File: config.mk
export PLATFORM = sky130hd
export DESIGN_NAME = counter_control_mc_flat
export DESIGN_NICKNAME = d
export VERILOG_FILES = /design/src/rtl/counter_control_mc_if.sv /design/src/rtl/counter_control_mc.sv /design/src/flat_wrapper.sv
export SDC_FILE = /design/constraint.sdc
export NUM_CORES = 1
export LEC_CHECK = 0
export CAP_MARGIN = 20
export CORE_ASPECT_RATIO = 0.9
export CORE_MARGIN = 2
export CORE_UTILIZATION = 62
export DETAILED_ROUTE_END_ITERATION = 8
export PLACE_DENSITY = 0.9
export SLEW_MARGIN = 20
export SYNTH_ARGS = -nofsm -noshare
export SYNTH_HDL_FRONTEND = slang
export SYNTH_SLANG_ARGS = --single-unit
File: constraint.sdc
create_clock -name CLK -period 9.6 [get_ports CLK]
set_input_delay 2.88 -clock CLK [delete_from_list [all_inputs] [get_ports CLK]]
set_output_delay 2.88 -clock CLK [all_outputs]
set_load 0.05 [all_outputs]
File: src/rtl/counter_control_mc_if.sv
// Per-channel control and count-enable bundle for counter_control_mc.
// master drives configuration; slave returns pulses and status.
interface counter_control_mc_if #(
  parameter int NUM_CH = 4,
  parameter int CNT_W  = 16
);
  logic [NUM_CH-1:0]       timer_en;
  logic [NUM_CH-1:0]       div_en;
  logic [NUM_CH-1:0]       div_mode;
  logic [NUM_CH*CNT_W-1:0] div_val;
  logic [NUM_CH-1:0]       halt_ack;
  logic                    sync_clr;
  logic [NUM_CH-1:0]       cnt_en;
  logic [NUM_CH-1:0]       cfg_rst;

  modport master (
    output timer_en,
    output div_en,
    output div_mode,
    output div_val,
    output halt_ack,
    output sync_clr,
    input  cnt_en,
    input  cfg_rst
  );

  modport slave (
    input  timer_en,
    input  div_en,
    input  div_mode,
    input  div_val,
    input  halt_ack,
    input  sync_clr,
    output cnt_en,
    output cfg_rst
  );
endinterface

File: src/rtl/counter_control_mc.sv
// Multi-channel count-enable generator for the timer counter path.
// Each channel divides CLK by 2**e (pow2) or div_val+1 (linear).
module counter_control_mc #(
  parameter int NUM_CH = 4,
  parameter int CNT_W  = 16,
  parameter int DVAL_W = 4
) (
  input  logic                 CLK,
  input  logic                 RST_N,
  counter_control_mc_if.slave  bus
);

  for (genvar i = 0; i < NUM_CH; i++) begin : g_ch
    logic [CNT_W-1:0]  dv;
    logic [DVAL_W-1:0] e;
    logic [CNT_W-1:0]  term;
    logic [CNT_W-1:0]  term_q;
    logic [CNT_W-1:0]  int_cnt;
    logic              cfg_chg;
    logic              cfg_q;
    logic              ce;
    logic              at_term;
    int                sh;

    assign dv = bus.div_val[i*CNT_W +: CNT_W];
    assign e  = dv[DVAL_W-1:0];

    always_comb begin
      sh = 32'(e);
      if (sh >= CNT_W) sh = CNT_W - 1;
      if (bus.div_mode[i]) term = dv;
      else term = ~({CNT_W{1'b1}} << sh);
    end

    assign at_term = (int_cnt == term);
    assign cfg_chg = (term != term_q)
                   & bus.timer_en[i]
                   & bus.div_en[i];

    always_ff @(posedge CLK) begin
      if (!RST_N) begin
        int_cnt <= '0;
        term_q  <= '0;
        cfg_q   <= 1'b0;
      end else begin
        term_q <= term;
        cfg_q  <= cfg_chg;
        // restart beats halt so a reconfig is never lost
        if (!bus.timer_en[i] || !bus.div_en[i])
          int_cnt <= '0;
        else if (bus.sync_clr || cfg_chg)
          int_cnt <= '0;
        else if (bus.halt_ack[i])
          int_cnt <= int_cnt;
        else if (at_term)
          int_cnt <= '0;
        else
          int_cnt <= int_cnt + 1'b1;
      end
    end

    always_comb begin
      ce = 1'b0;
      if (!bus.timer_en[i])
        ce = 1'b0;
      else if (!bus.div_en[i])
        ce = ~bus.halt_ack[i];
      else
        ce = at_term
           & ~bus.halt_ack[i]
           & ~bus.sync_clr
           & ~cfg_chg;
    end

    assign bus.cnt_en[i]  = ce;
    assign bus.cfg_rst[i] = cfg_q;
  end

endmodule

File: src/flat_wrapper.sv
// flat-port wrapper written by rule: the top's interface ports become plain ports
module counter_control_mc_flat 
#(
  parameter int NUM_CH = 4,
  parameter int CNT_W  = 16,
  parameter int DVAL_W = 4
)
  (CLK, RST_N, bus_timer_en, bus_div_en, bus_div_mode, bus_div_val, bus_halt_ack, bus_sync_clr, bus_cnt_en, bus_cfg_rst);
  counter_control_mc_if #(.NUM_CH(NUM_CH), .CNT_W(CNT_W)) bus_i ();
  input  logic CLK;
  input  logic RST_N;
  input wire logic [$bits(bus_i.timer_en)-1:0] bus_timer_en;
  input wire logic [$bits(bus_i.div_en)-1:0] bus_div_en;
  input wire logic [$bits(bus_i.div_mode)-1:0] bus_div_mode;
  input wire logic [$bits(bus_i.div_val)-1:0] bus_div_val;
  input wire logic [$bits(bus_i.halt_ack)-1:0] bus_halt_ack;
  input wire logic [$bits(bus_i.sync_clr)-1:0] bus_sync_clr;
  output wire logic [$bits(bus_i.cnt_en)-1:0] bus_cnt_en;
  output wire logic [$bits(bus_i.cfg_rst)-1:0] bus_cfg_rst;
  assign bus_i.timer_en = bus_timer_en;
  assign bus_i.div_en = bus_div_en;
  assign bus_i.div_mode = bus_div_mode;
  assign bus_i.div_val = bus_div_val;
  assign bus_i.halt_ack = bus_halt_ack;
  assign bus_i.sync_clr = bus_sync_clr;
  assign bus_cnt_en = bus_i.cnt_en;
  assign bus_cfg_rst = bus_i.cfg_rst;
  counter_control_mc #(.NUM_CH(NUM_CH), .CNT_W(CNT_W), .DVAL_W(DVAL_W)) u_core (.CLK(CLK), .RST_N(RST_N), .bus(bus_i));
endmodule
# After elaboration in Yosys (flattened, before gate mapping)
# Index checks and enable logic that the tools add are counted.
[word_totals]
register_bits = 132
elab_cells = 98
[classes]
n_addsub = 4
n_eq_ne = 8
shifts = 4
n_mux = 16
bitwise_logic = 34
reduce_logical = 20
[op_table]
columns = ["op", "count"]
rows = [
  ["$mux W16", 8],
  ["$add A16 B1 Y16 const B", 4],
  ["$eq A16 B16 Y1", 4],
  ["$ne A16 B16 Y1", 4],
  ["$not A16 Y16", 4],
  ["$shl A16 B4 Y16 const A", 4],
  ["$and A1 B1 Y1", 20],
  ["$reduce_or A3 Y1", 4],
  ["$not A1 Y1", 10],
  ["$logic_not A1 Y1", 8],
  ["$logic_or A1 B1 Y1", 8],
  ["$mux W1", 8],
]

# Longest topological paths before layout
[depth]
ltp_word = 10
depth_mapped = 11
ltp_nobuf = 7

# Worst setup path after synthesis
# Ideal clock, no wire load.
[synth_timing]
path_kind = "input port to output port"
start = "in bus_div_val[32]"
end = "out bus_cnt_en[2]"
arrival_time_ps = 4903
required_time_ps = 6720
slack_ps = 1817
path_stages = 9
n_path_buf = 2
cell_sequence = "clkbuf_1 or4_1 nand3_1 o211ai_1 nor4_1 nand3_1 o31a_1 nor3b_1 buf_4"
[synth_via]
elab_chain_cells = 10
word_cells_on_any_way = 13
classes_between = "eq/ne (2); shift (1); mux (3); bitwise (7)"
[synth_lines]
columns = ["item", "line", "rtl"]
rows = [
  ["start, declared", "flat_wrapper.sv:15", "input wire logic [$bits(bus_i.div_val)-1:0] bus_div_val;"],
  ["$shl A16 B4 Y16", "counter_control_mc.sv:32", "else term = ~({CNT_W{1'b1}} << sh);"],
  ["$not A16 Y16", "counter_control_mc.sv:32", ""],
  ["$mux W16 *", "counter_control_mc.sv:31", "if (bus.div_mode[i]) term = dv;"],
  ["$ne A16 B16 Y1", "counter_control_mc.sv:36", "assign cfg_chg = (term != term_q)"],
  ["$and A1 B1 Y1", "counter_control_mc.sv:37", "& bus.timer_en[i]"],
  ["$and A1 B1 Y1", "counter_control_mc.sv:38", "& bus.div_en[i];"],
  ["$not A1 Y1", "counter_control_mc.sv:72", "& ~cfg_chg;"],
  ["$and A1 B1 Y1 *", "counter_control_mc.sv:72", ""],
  ["$mux W1 *", "counter_control_mc.sv:66", "else if (!bus.div_en[i])"],
  ["$mux W1 *", "counter_control_mc.sv:64", "if (!bus.timer_en[i])"],
  ["end, declared", "flat_wrapper.sv:18", "output wire logic [$bits(bus_i.cnt_en)-1:0] bus_cnt_en;"],
]
# Every way passes the cells marked *; elsewhere a longest branch is shown, timed or not.

# Worst setup path in the final report
[layout_timing]
start = "in bus_div_val[35]"
end = "out bus_cnt_en[2]"
# Same word-level chain as after synthesis.

==> out/metrics.cfg <==
[synthesis]
synth.yosys.seq_area_share_pct = 33.1
synth_nets = 1075
synth_top_cell_by_area = dfxtp_1
async_flop_share_pct = 0
synth.area.top_cells = dfxtp_1 33%, xnor2_1 7.9%, xor2_1 7.6%
synthFlopType = dfxtp_1
synthesis.area_um2 = 7990
synth_seq_cells = 132
synth-edff-count = 0
synth_cell_types = 81
synth_commonest_cells = 132 x dfxtp_1, 115 x nor2_1, 85 x nand2_1
yosys.area.top_type_share_pct = 33.1
synth.avg_cell_area_um2 = 8.08
synth_most_common_cell = dfxtp_1
yosys_warnings = 0
synthCells = 988

[clock_tree]
clk_latency_ns = 0.43
clk_pin_slew_ns = 0.06
numCtsBuffers = 17
clockBufferDepth = 2
cts_resized = 0
post_cts_buffers = 0
cts_hold_buf = 0
root_buffer = clkbuf_16
cts-htree-levels = 4
cts_sinks = 132
cts_tree = yes

[timing]
slew_viol_final = 0
setup_viol_count_final = 0
finalSetupTns_ns = 0
rsz0062_at_grt = false
min_period_ns = 8.96
hold_viol = 0
fin_skew_ns = 0.00445
relSlewSlack_pct = 46.2
fin_crit_sh_pct = 93.4
worstMarginPinSlew_ns = 0.800
timing.fmax_mhz = 112
hold_ws_ns = 0.534

[run_status]
status = finished clean

[pwr]
power.density_nw_per_um2 = 153
pwr-share-seq_pct = 39.7
max-vdd-ir-drop_v = 0.000139
clkPwrFrac_pct = 46.1
swShare_pct = 25.4
power_switching_mw = 0.368
power_mw = 1.45
p_comb_share_pct = 14.2
p_leak_nw = 3.35
power.internal_mw = 1.08

[grt]
overflow = 0
antenna_found_initial = 0
track_usage_pct = 30.2
grt_pass1_vias = 6955
grt_max_degree = 49
grt_pass1_wl_um = 33400

[critical_path]
cp.arrival_ns = 6.08
critPathKind = input port to output pin
cp.required_ns = 6.72
crit_slowest_cell = clkdlybuf4s50_1
crit_family = simple AND/OR/NAND/NOR gates
path_cells = clkdlybuf4s50_1 > xor2_1 > a2111oi_0 > a22oi_1 > nor4_1 > nand3_1 > o31a_1 > nor3b_1 > buf_12
path_buf_inv = 2
slowest_delay_ns = 0.71
crit_fanout = 17
worst_setup_path_start_kind = input port
cp-end-kind = output pin

[detailed_routing]
viasPerCell = 6.10
wl_um = 20300
drc = 0
vias = 7449
dr.pass1.iters = 5
post_drt_wl_per_cell_um = 16.6
drtAntennaViolNets = 0
drtIter0Drc = 696

[floorplanning]
coreArea_um2 = 12600
ios = 91
die_w_um = 124
rows = 39
die-area_um2 = 13800
initial_utilization_pct = 63.2
die_height_um = 112

[final_layout]
final_nets = 1131
final_cells = 1221
filler_cell_count = 890
syn_to_final_growth_pct = 18.3
antenna_cells = 0
fin_area_um2 = 9450
final_layout_size_suffix_gt1_share_pct = 7.57

[placement]
post_dp_cell_area_um2 = 8840
gp_congestion = 0.957
dp_cells = 1189
hpwlAfterDp_um = 14000
place.port_buffers = 90

[job]
maxCapViolCount = 0

[hold_path]
worstHoldPathType = flop to flop

[logic make-up after synthesis]
family | synth area share [%]
adder cells (fa/ha/maj) | 0.627
XOR/XNOR | 15.5
AND/OR/NAND/NOR | 28.1
flip-flops | 33.1
buffers and inverters | 5.28
multiplexers | 0.815
AO/OA/AOI/OAI | 16.7
[worst register-to-register path, cell delays in order, from the launching register on]
cell	delay, ns
dfxtp_1	0.33
xor2_1	0.15
a211o_1	0.28
a222oi_1	0.32
and3_1	0.19
nand4_1	0.14
or4_1	0.87
nor3_1	0.29
[power groups by stage]
stage / Clock, mW / Combinational (mW) / Sequential [mW]
after CTS: 0.675 / 0.204 / 0.575
after floorplan: 0 / 0.134 / 0.585
after global routing: 0.699 / 0.224 / 0.576
final: 0.669 / 0.206 / 0.575
after detailed placement: 0 / 0.200 / 0.587
after global placement: 0 / 0.197 / 0.586
[routing by layer]
layer,vias up,wire length [um],GRT usage (%)
met2,333,9530,47.4
li1,3577,-,-
met5,-,0,0
met1,3493,8660,40.1
met4,0,411,10.5
met3,46,1700,7.74
[cells in the final DEF, fill, tap and decap left out, types with 10 or more instances in the layout]
cell,netlist,layout
nand2b_1,13,13
clkdlybuf4s50_1,0,86
clkbuf_16,0,17
dfxtp_1,132,132
nand3_1,33,33
nor4_1,14,14
o21a_1,10,10
nor2_1,115,115
o21ai_0,27,27
inv_1,23,23
nand4_1,28,28
nor3_1,43,43
and3_1,16,16
nor2b_1,17,17
and2_1,22,22
nand2_1,85,85
xnor2_1,72,72
buf_4,14,11
xor2_1,69,69
a21oi_1,43,43
[metrics by stage]
step / utilization [%] / worst slack, ns
after floorplan: - / 1.82
after global placement: 69.9 / 0.792
after detailed placement: 69.9 / 0.794
after CTS: 74.8 / 0.638
after global routing: 74.8 / 0.423
final: 74.8 / 0.636
[final timing paths]
| kind | start | endpoint | slack, ns | cells past startpoint |
|---|---|---|---|---|
| worst max register to register | u_core.g_ch[3].term_q[14]$_SDFF_PN0_ | u_core.g_ch[3].int_cnt[4]$_SDFFE_PP0N_ | 6.94 | 7 |
| worst max-delay path | bus_div_val[35] | bus_cnt_en[2] | 0.64 | 9 |
| worst min-delay path | u_core.g_ch[2].int_cnt[12]$_SDFFE_PP0N_ | u_core.g_ch[2].int_cnt[12]$_SDFFE_PP0N_ | 0.53 | 2 |
| worst min register to register | u_core.g_ch[2].int_cnt[12]$_SDFFE_PP0N_ | u_core.g_ch[2].int_cnt[12]$_SDFFE_PP0N_ | 0.53 | 2 |
[cell type report]
class	instances	area, um^2	share of cell area, %
multi-input combinational	771	4920	52.1
sequential	132	2640	28.0
timing repair buffer	99	983	10.4
clock buffer	19	453	4.79
tap	164	205	2.17
clock inverter	13	158	1.67
inverter	23	86.3	0.914
[flip-flops by register name, indices dropped and copies added (netlist names)]
signal / flops
u_core.g_ch.cfg_q: 4
u_core.g_ch.int_cnt: 64
u_core.g_ch.term_q: 64
Power figures use the tool's default switching activity.
